--- config.mk ---
export PLATFORM = sky130hd
export DESIGN_NAME = xbar_addr_decode_fifo
export DESIGN_NICKNAME = d
export VERILOG_FILES = /design/src/rtl/xbar_addr_decode_fifo.sv
export SDC_FILE = /design/constraint.sdc
export NUM_CORES = 1
export LEC_CHECK = 0
export CAP_MARGIN = 20
export CORE_UTILIZATION = 56
export DETAILED_ROUTE_END_ITERATION = 12
export PLACE_DENSITY = 0.86
export SLEW_MARGIN = 10
export SYNTH_ARGS = -nofsm -noshare
export SYNTH_HDL_FRONTEND = slang
export SYNTH_SLANG_ARGS = --single-unit
--- constraint.sdc ---
create_clock -name ACLK -period 8.95 [get_ports ACLK]
set_clock_uncertainty 0.15 [all_clocks]
set_input_delay 1.79 -clock ACLK [delete_from_list [all_inputs] [get_ports ACLK]]
set_output_delay 1.79 -clock ACLK [all_outputs]
set_load 0.03 [all_outputs]
--- src/rtl/xbar_addr_decode_fifo.sv ---
// +--------------------------------------------------------------------------+
// | xbar_addr_decode_fifo: address-channel FIFO that decodes the target       |
// | slave at push time. Rev 1.0                                               |
// +--------------------------------------------------------------------------+
`default_nettype none

module xbar_addr_decode_fifo #(
  parameter int ID_WIDTH   = 4,
  parameter int ADDR_WIDTH = 32,
  parameter int LEN_WIDTH  = 4,
  parameter int SIZE_WIDTH = 3,
  parameter int slaves     = 2,
  parameter int DEPTH      = 4,
  parameter logic [ADDR_WIDTH-1:0] address_map_base [0:slaves-1] = '{'h0000_0000, 'h1000_0000},
  parameter logic [ADDR_WIDTH-1:0] address_map_end  [0:slaves-1] = '{'h0fff_ffff, 'h1fff_ffff},
  localparam int DEST_W = (slaves > 1) ? $clog2(slaves) : 1,
  localparam int CNT_W  = $clog2(DEPTH) + 1
) (
  input  logic                  ACLK,
  input  logic                  ARESET,
  input  logic [ID_WIDTH-1:0]   AXID_M,
  input  logic [ADDR_WIDTH-1:0] AXADDR_M,
  input  logic [LEN_WIDTH-1:0]  AXLEN_M,
  input  logic [SIZE_WIDTH-1:0] AXSIZE_M,
  input  logic [1:0]            AXBURST_M,
  input  logic                  AXVALID_M,
  output logic                  AXREADY_M,
  output logic [ID_WIDTH-1:0]   AXID,
  output logic [ADDR_WIDTH-1:0] AXADDR,
  output logic [LEN_WIDTH-1:0]  AXLEN,
  output logic [SIZE_WIDTH-1:0] AXSIZE,
  output logic [1:0]            AXBURST,
  output logic                  fifo_empty,
  output logic [DEST_W-1:0]     forwarding_dest_slave,
  output logic                  decode_error,
  input  logic                  fifo_pop,
  output logic [CNT_W-1:0]      fifo_count
);

  localparam int IDX_W   = $clog2(DEPTH);
  localparam int PTR_W   = IDX_W + 1;
  localparam int ENTRY_W = ID_WIDTH + ADDR_WIDTH + LEN_WIDTH + SIZE_WIDTH + 2 + DEST_W + 1;
  localparam logic [PTR_W-1:0] PTR_ONE = PTR_W'(1);

  logic [PTR_W-1:0]   wr_ptr_q, wr_ptr_d;
  logic [PTR_W-1:0]   rd_ptr_q, rd_ptr_d;
  logic [ENTRY_W-1:0] mem_q [DEPTH];
  logic [ENTRY_W-1:0] mem_d [DEPTH];

  logic               full;
  logic               push;
  logic               pop;
  logic               dec_hit;
  logic [DEST_W-1:0]  dec_dest;
  logic [ENTRY_W-1:0] new_entry;
  logic [IDX_W-1:0]   wr_idx;
  logic [IDX_W-1:0]   rd_idx;

  assign wr_idx     = wr_ptr_q[IDX_W-1:0];
  assign rd_idx     = rd_ptr_q[IDX_W-1:0];
  assign fifo_empty = (wr_ptr_q == rd_ptr_q);
  assign full       = (wr_idx == rd_idx) && (wr_ptr_q[PTR_W-1] != rd_ptr_q[PTR_W-1]);
  assign AXREADY_M  = !full;
  assign push       = AXVALID_M && !full;
  assign pop        = fifo_pop && !fifo_empty;
  assign fifo_count = wr_ptr_q - rd_ptr_q;

  // Scan downwards so the lowest-numbered matching region is the final winner.
  always_comb begin
    dec_hit  = 1'b0;
    dec_dest = '0;
    for (int i = slaves - 1; i >= 0; i--) begin
      if ((AXADDR_M >= address_map_base[i]) && (AXADDR_M <= address_map_end[i])) begin
        dec_hit  = 1'b1;
        dec_dest = DEST_W'(i);
      end
    end
  end

  assign new_entry = {AXID_M, AXADDR_M, AXLEN_M, AXSIZE_M, AXBURST_M,
                      (dec_hit ? dec_dest : {DEST_W{1'b0}}), !dec_hit};

  always_comb begin
    wr_ptr_d = wr_ptr_q;
    rd_ptr_d = rd_ptr_q;
    mem_d    = mem_q;
    if (push) begin
      mem_d[wr_idx] = new_entry;
      wr_ptr_d      = wr_ptr_q + PTR_ONE;
    end
    if (pop) begin
      rd_ptr_d = rd_ptr_q + PTR_ONE;
    end
  end

  always_ff @(posedge ACLK or posedge ARESET) begin
    if (ARESET) begin
      wr_ptr_q <= '0;
      rd_ptr_q <= '0;
    end else begin
      wr_ptr_q <= wr_ptr_d;
      rd_ptr_q <= rd_ptr_d;
    end
  end

  // Storage is intentionally left out of reset; pointers alone define validity.
  always_ff @(posedge ACLK) begin
    mem_q <= mem_d;
  end

  assign {AXID, AXADDR, AXLEN, AXSIZE, AXBURST, forwarding_dest_slave, decode_error} = mem_q[rd_idx];

endmodule

`default_nettype wire
# --- Word-level counts from Yosys, hierarchy flattened ---
# Cells that the tools add are included.
totals:
  elab_cells: 40
  ff_bits: 194
  input_bits: 49
op_classes:
  n_bitwise: 2
  reduce_logical: 9
  add_sub_neg: 3
  n_lt_le_gt_ge: 7
  n_eq_ne: 3
  mux: 10
ops:
  columns: ["operator", "count"]
  rows:
  - ["bitwise mux 188 bit", 1]
  - ["two-way mux 47 bit", 3]
  - ["binary-select mux 47 bit (select 2 bit)", 1]
  - ["demux 47 bit (select 2 bit)", 1]
  - ["greater-or-equal comparator 32 x 1 -> 1 bit, second input constant", 1]
  - ["greater-or-equal comparator 32 x 29 -> 1 bit, second input constant", 1]
  - ["less-or-equal comparator 32 x 28 -> 1 bit, second input constant", 1]
  - ["less-or-equal comparator 32 x 29 -> 1 bit, second input constant", 1]
  - ["adder 3 x 1 -> 3 bit, second input constant", 2]
  - ["greater-or-equal comparator 3 bit, second input constant", 2]
  - ["logical AND 1 bit", 6]
  - ["NOT 2 -> 3 bit", 2]
  - ["two-way mux 1 bit", 4]
  - ["== test 3 bit", 1]
  - ["logical NOT 1 bit", 3]
  - ["less-than comparator 3 x 1 -> 1 bit, second input constant", 1]
  - ["subtractor 3 bit", 1]
  - ["== test 2 bit", 1]
  - ["!= test 1 bit", 1]

# --- Depth between registers and ports, before layout ---
logic_depth:
  ltp_word: 6
  mapped_depth: 7
  depth_no_buf: 5

# --- Least setup slack after synthesis ---
# OpenSTA, ideal clock, no wires.
synth_path:
  kind: "register to output"
  start: "register rd_ptr_q[1]"
  end: "output fifo_empty"
  slack_ns: 5.205
  arrival_time_ns: 1.805
  t_required_ns: 7.010
  path_stages_with_launch: 7
  cell_sequence: "dfrtp_1 buf_2 buf_2 inv_1 ha_1 nand2_1 nor2_1"
synth_via:
  elab_chain_len: 1
synth_rtl:
  columns: ["element", "line_no", "rtl"]
  rows:
  - ["start: declaration", "46", "logic [PTR_W-1:0] rd_ptr_q, rd_ptr_d;"]
  - ["start signal: assignment", "102", "rd_ptr_q <= rd_ptr_d;"]
  - ["== test 3 bit", "61", "assign fifo_empty = (wr_ptr_q == rd_ptr_q);"]
  - ["end: declaration", "33", "output logic fifo_empty,"]
# No other way between the ends.

# --- Final worst setup path ---
# Ends and elaborated chain as after synthesis.

==> results.sh <==
export IMPL_status="complete, no violations"
export IMPL_drtAntennaViolNets=0
export IMPL_cts_max_level=4
export IMPL_synth_edff_count=188
export IMPL_die_y_um=116
export IMPL_synth_top_area_frac=0.778
export IMPL_antenna_found_initial=0
export IMPL_arrival_ns=3.08
export IMPL_yosys_area_top_type="edfxtp_1"
export IMPL_rsz0062_at_grt="no"
export IMPL_ioPinCount=101
export IMPL_dp_hpwl_um=7470
export IMPL_cts_clk_slew_worst_paths_ns=0.06
export IMPL_numCtsBuffers=17
export IMPL_period_share=0.561
export IMPL_die_w_um=116
export IMPL_yosysSeqAreaShare=0.799
export IMPL_syn_area_mm2=0.00726
export IMPL_hold_ws_ns=0.409
export IMPL_synth_cell_type_count=26
export IMPL_totalPowerFinal_mw=3.41
export IMPL_grt_max_degree=51
export IMPL_ys_warn_count=0
export IMPL_clockBufferDepth=2
export IMPL_dp_slack_ns=4.34
export IMPL_grt_pass1_wl_um=18100
export IMPL_diodes=0
export IMPL_power_density_mw_per_mm2=377
export IMPL_port_buffers=100
export IMPL_syn_avg_cell_area_um2=24.8
export IMPL_final_common_cell="edfxtp_1"
export IMPL_drt_initial_drc_count=229
export IMPL_start_util=0.575
export IMPL_grt_use_total=0.194
export IMPL_placed_area_mm2=0.00845
export IMPL_syn_to_final_growth_pct=24.7
export IMPL_period_minus_slack_ns=5.02
export IMPL_netlist_instances=293
export IMPL_cp_max_fo=27
export IMPL_wirelength_um=12200
export IMPL_cts_sink_count=194
export IMPL_startpoint_type="flip-flop"
export IMPL_drc=0
export IMPL_place_inst=560
export IMPL_drv_cap=0
export IMPL_post_cts_buffers=0
export IMPL_drive_gt1_frac=0.214
export IMPL_async_flop_share=0.0309
export IMPL_row_count=41
export IMPL_fin_tns_setup_ns=0
export IMPL_ys_ff_latch=194
export IMPL_synthesis_nets=350
export IMPL_gp_congestion=0.801
export IMPL_hold_path_class="reg2reg"
export IMPL_hold_viol=0
export IMPL_wl_per_cell_um=20.6
export IMPL_layoutNonFillerInstCount=592
export IMPL_relSlewSlack=0.345
export IMPL_fin_util=0.717
export IMPL_cts_root_buf="clkbuf_16"
export IMPL_postCtsResizedCells=0
export IMPL_cts_tree="done"
export IMPL_cts_hold_buf=0
export IMPL_final_cell_mix="188 x edfxtp_1, 100 x clkdlybuf4s50_1, 47 x mux4_2"
export IMPL_tightest_slew_ns=0.983
export IMPL_finalWorstSetupSlack_ns=3.93
export IMPL_grt_pass1_vias=3494
export IMPL_max_vdd_ir_drop_mv=0.189
export IMPL_dieArea_mm2=0.0134
export IMPL_via_per_inst=5.56
export IMPL_final_area_mm2=0.00905
export IMPL_clock_fmax_mhz=199
export IMPL_firstDrtPassIters=4
export IMPL_synth_ff_type="edfxtp_1"
export IMPL_core_mm2=0.0126
export IMPL_routed_via_count=3291
export IMPL_setup_viol=0
export IMPL_required_ns=7.01
export IMPL_end_kind="output port"
export IMPL_leakage_nw=2.98
export IMPL_grt_ovfl_total=0
export IMPL_final_max_slew_violation_count=0
export IMPL_clk_latency_ns=0.42
export IMPL_critPathKind="reg2out"
export IMPL_fin_nets=464
export IMPL_yosys_top_cells_area="edfxtp_1 78%, mux4_2 15%, dfrtp_1 2.1%"
-- sequential cells by signal, summed over array words and instances, names as in the netlist --
| name | flops |
|---|---|
| rd_ptr_q | 3 |
| mem_q | 188 |
| wr_ptr_q | 3 |
-- synth_stat cells (2+ instances only) --
cell      instances
and3_1            4
dfrtp_1           6
ha_1              7
edfxtp_1        188
buf_2             3
buf_6             3
inv_1             8
mux4_2           47
xnor2_1           4
nor2_1            2
o21ai_2           2
nand2_1           4
clkbuf_1          2
-- critical path: stages (launching register included) --
cell and delay, ns:
dfrtp_2 0.80, buf_4 0.46, inv_1 0.09, ha_1 0.32, nand2_1 0.17, nor2_1 0.15, clkdlybuf4s50_1 0.67
-- per-layer routing --
layer / GRT usage / up-vias / part of all wire
met5: 0 / - / 0
met4: 0.0915 / 0 / 0.022
met3: 0.0465 / 23 / 0.046
met2: 0.338 / 95 / 0.53
met1: 0.227 / 1710 / 0.40
li1: - / 1463 / -
-- path summary, 6_finish.rpt --
| check | from | to | slack, ns | cells past startpoint |
|---|---|---|---|---|
| hold / removal | wr_ptr_q[0] | wr_ptr_q[0] | 0.41 | 1 |
| setup reg to reg | rd_ptr_q[1] | mem_q[55] | 5.60 | 6 |
| setup / recovery | rd_ptr_q[1] | fifo_empty | 3.93 | 6 |
| min in group asynchronous | ARESET | wr_ptr_q[0] | 1.45 | 2 |
| max in group asynchronous | ARESET | rd_ptr_q[0] | 6.97 | 2 |
| hold reg to reg | wr_ptr_q[0] | wr_ptr_q[0] | 0.41 | 1 |
-- cells by family (layout without fill, tap and decap cells) --
group / Yosys count / count (layout) / share of synthesized area
DFF: 194 / 194 / 0.799
muxes: 50 / 50 / 0.151
buffers and inverters: 18 / 145 / 0.0135
and+or+nand+nor: 14 / 14 / 0.0105
adders and majority gates: 8 / 8 / 0.0148
xor gates and xnor gates: 5 / 5 / 0.00707
AOI/OAI and AO/OA: 4 / 4 / 0.00448
-- report_power, final --
group	internal [mW]	switching, mW
combinational	0.595	0.695
clock	0.461	0.296
sequential	1.23	0.142
total	2.28	1.13
-- final cells by class --
| class | instances | area (µm²) |
|---|---|---|
| timing repair buffer | 105 | 1040 |
| sequential | 194 | 5800 |
| inverter | 8 | 30.0 |
| clock inverter | 14 | 169 |
| multi-input combinational | 81 | 1370 |
| tap | 172 | 215 |
| clock buffer | 18 | 429 |
| fill | 775 | 3570 |
No activity file was read; power rests on OpenSTA's default activity.
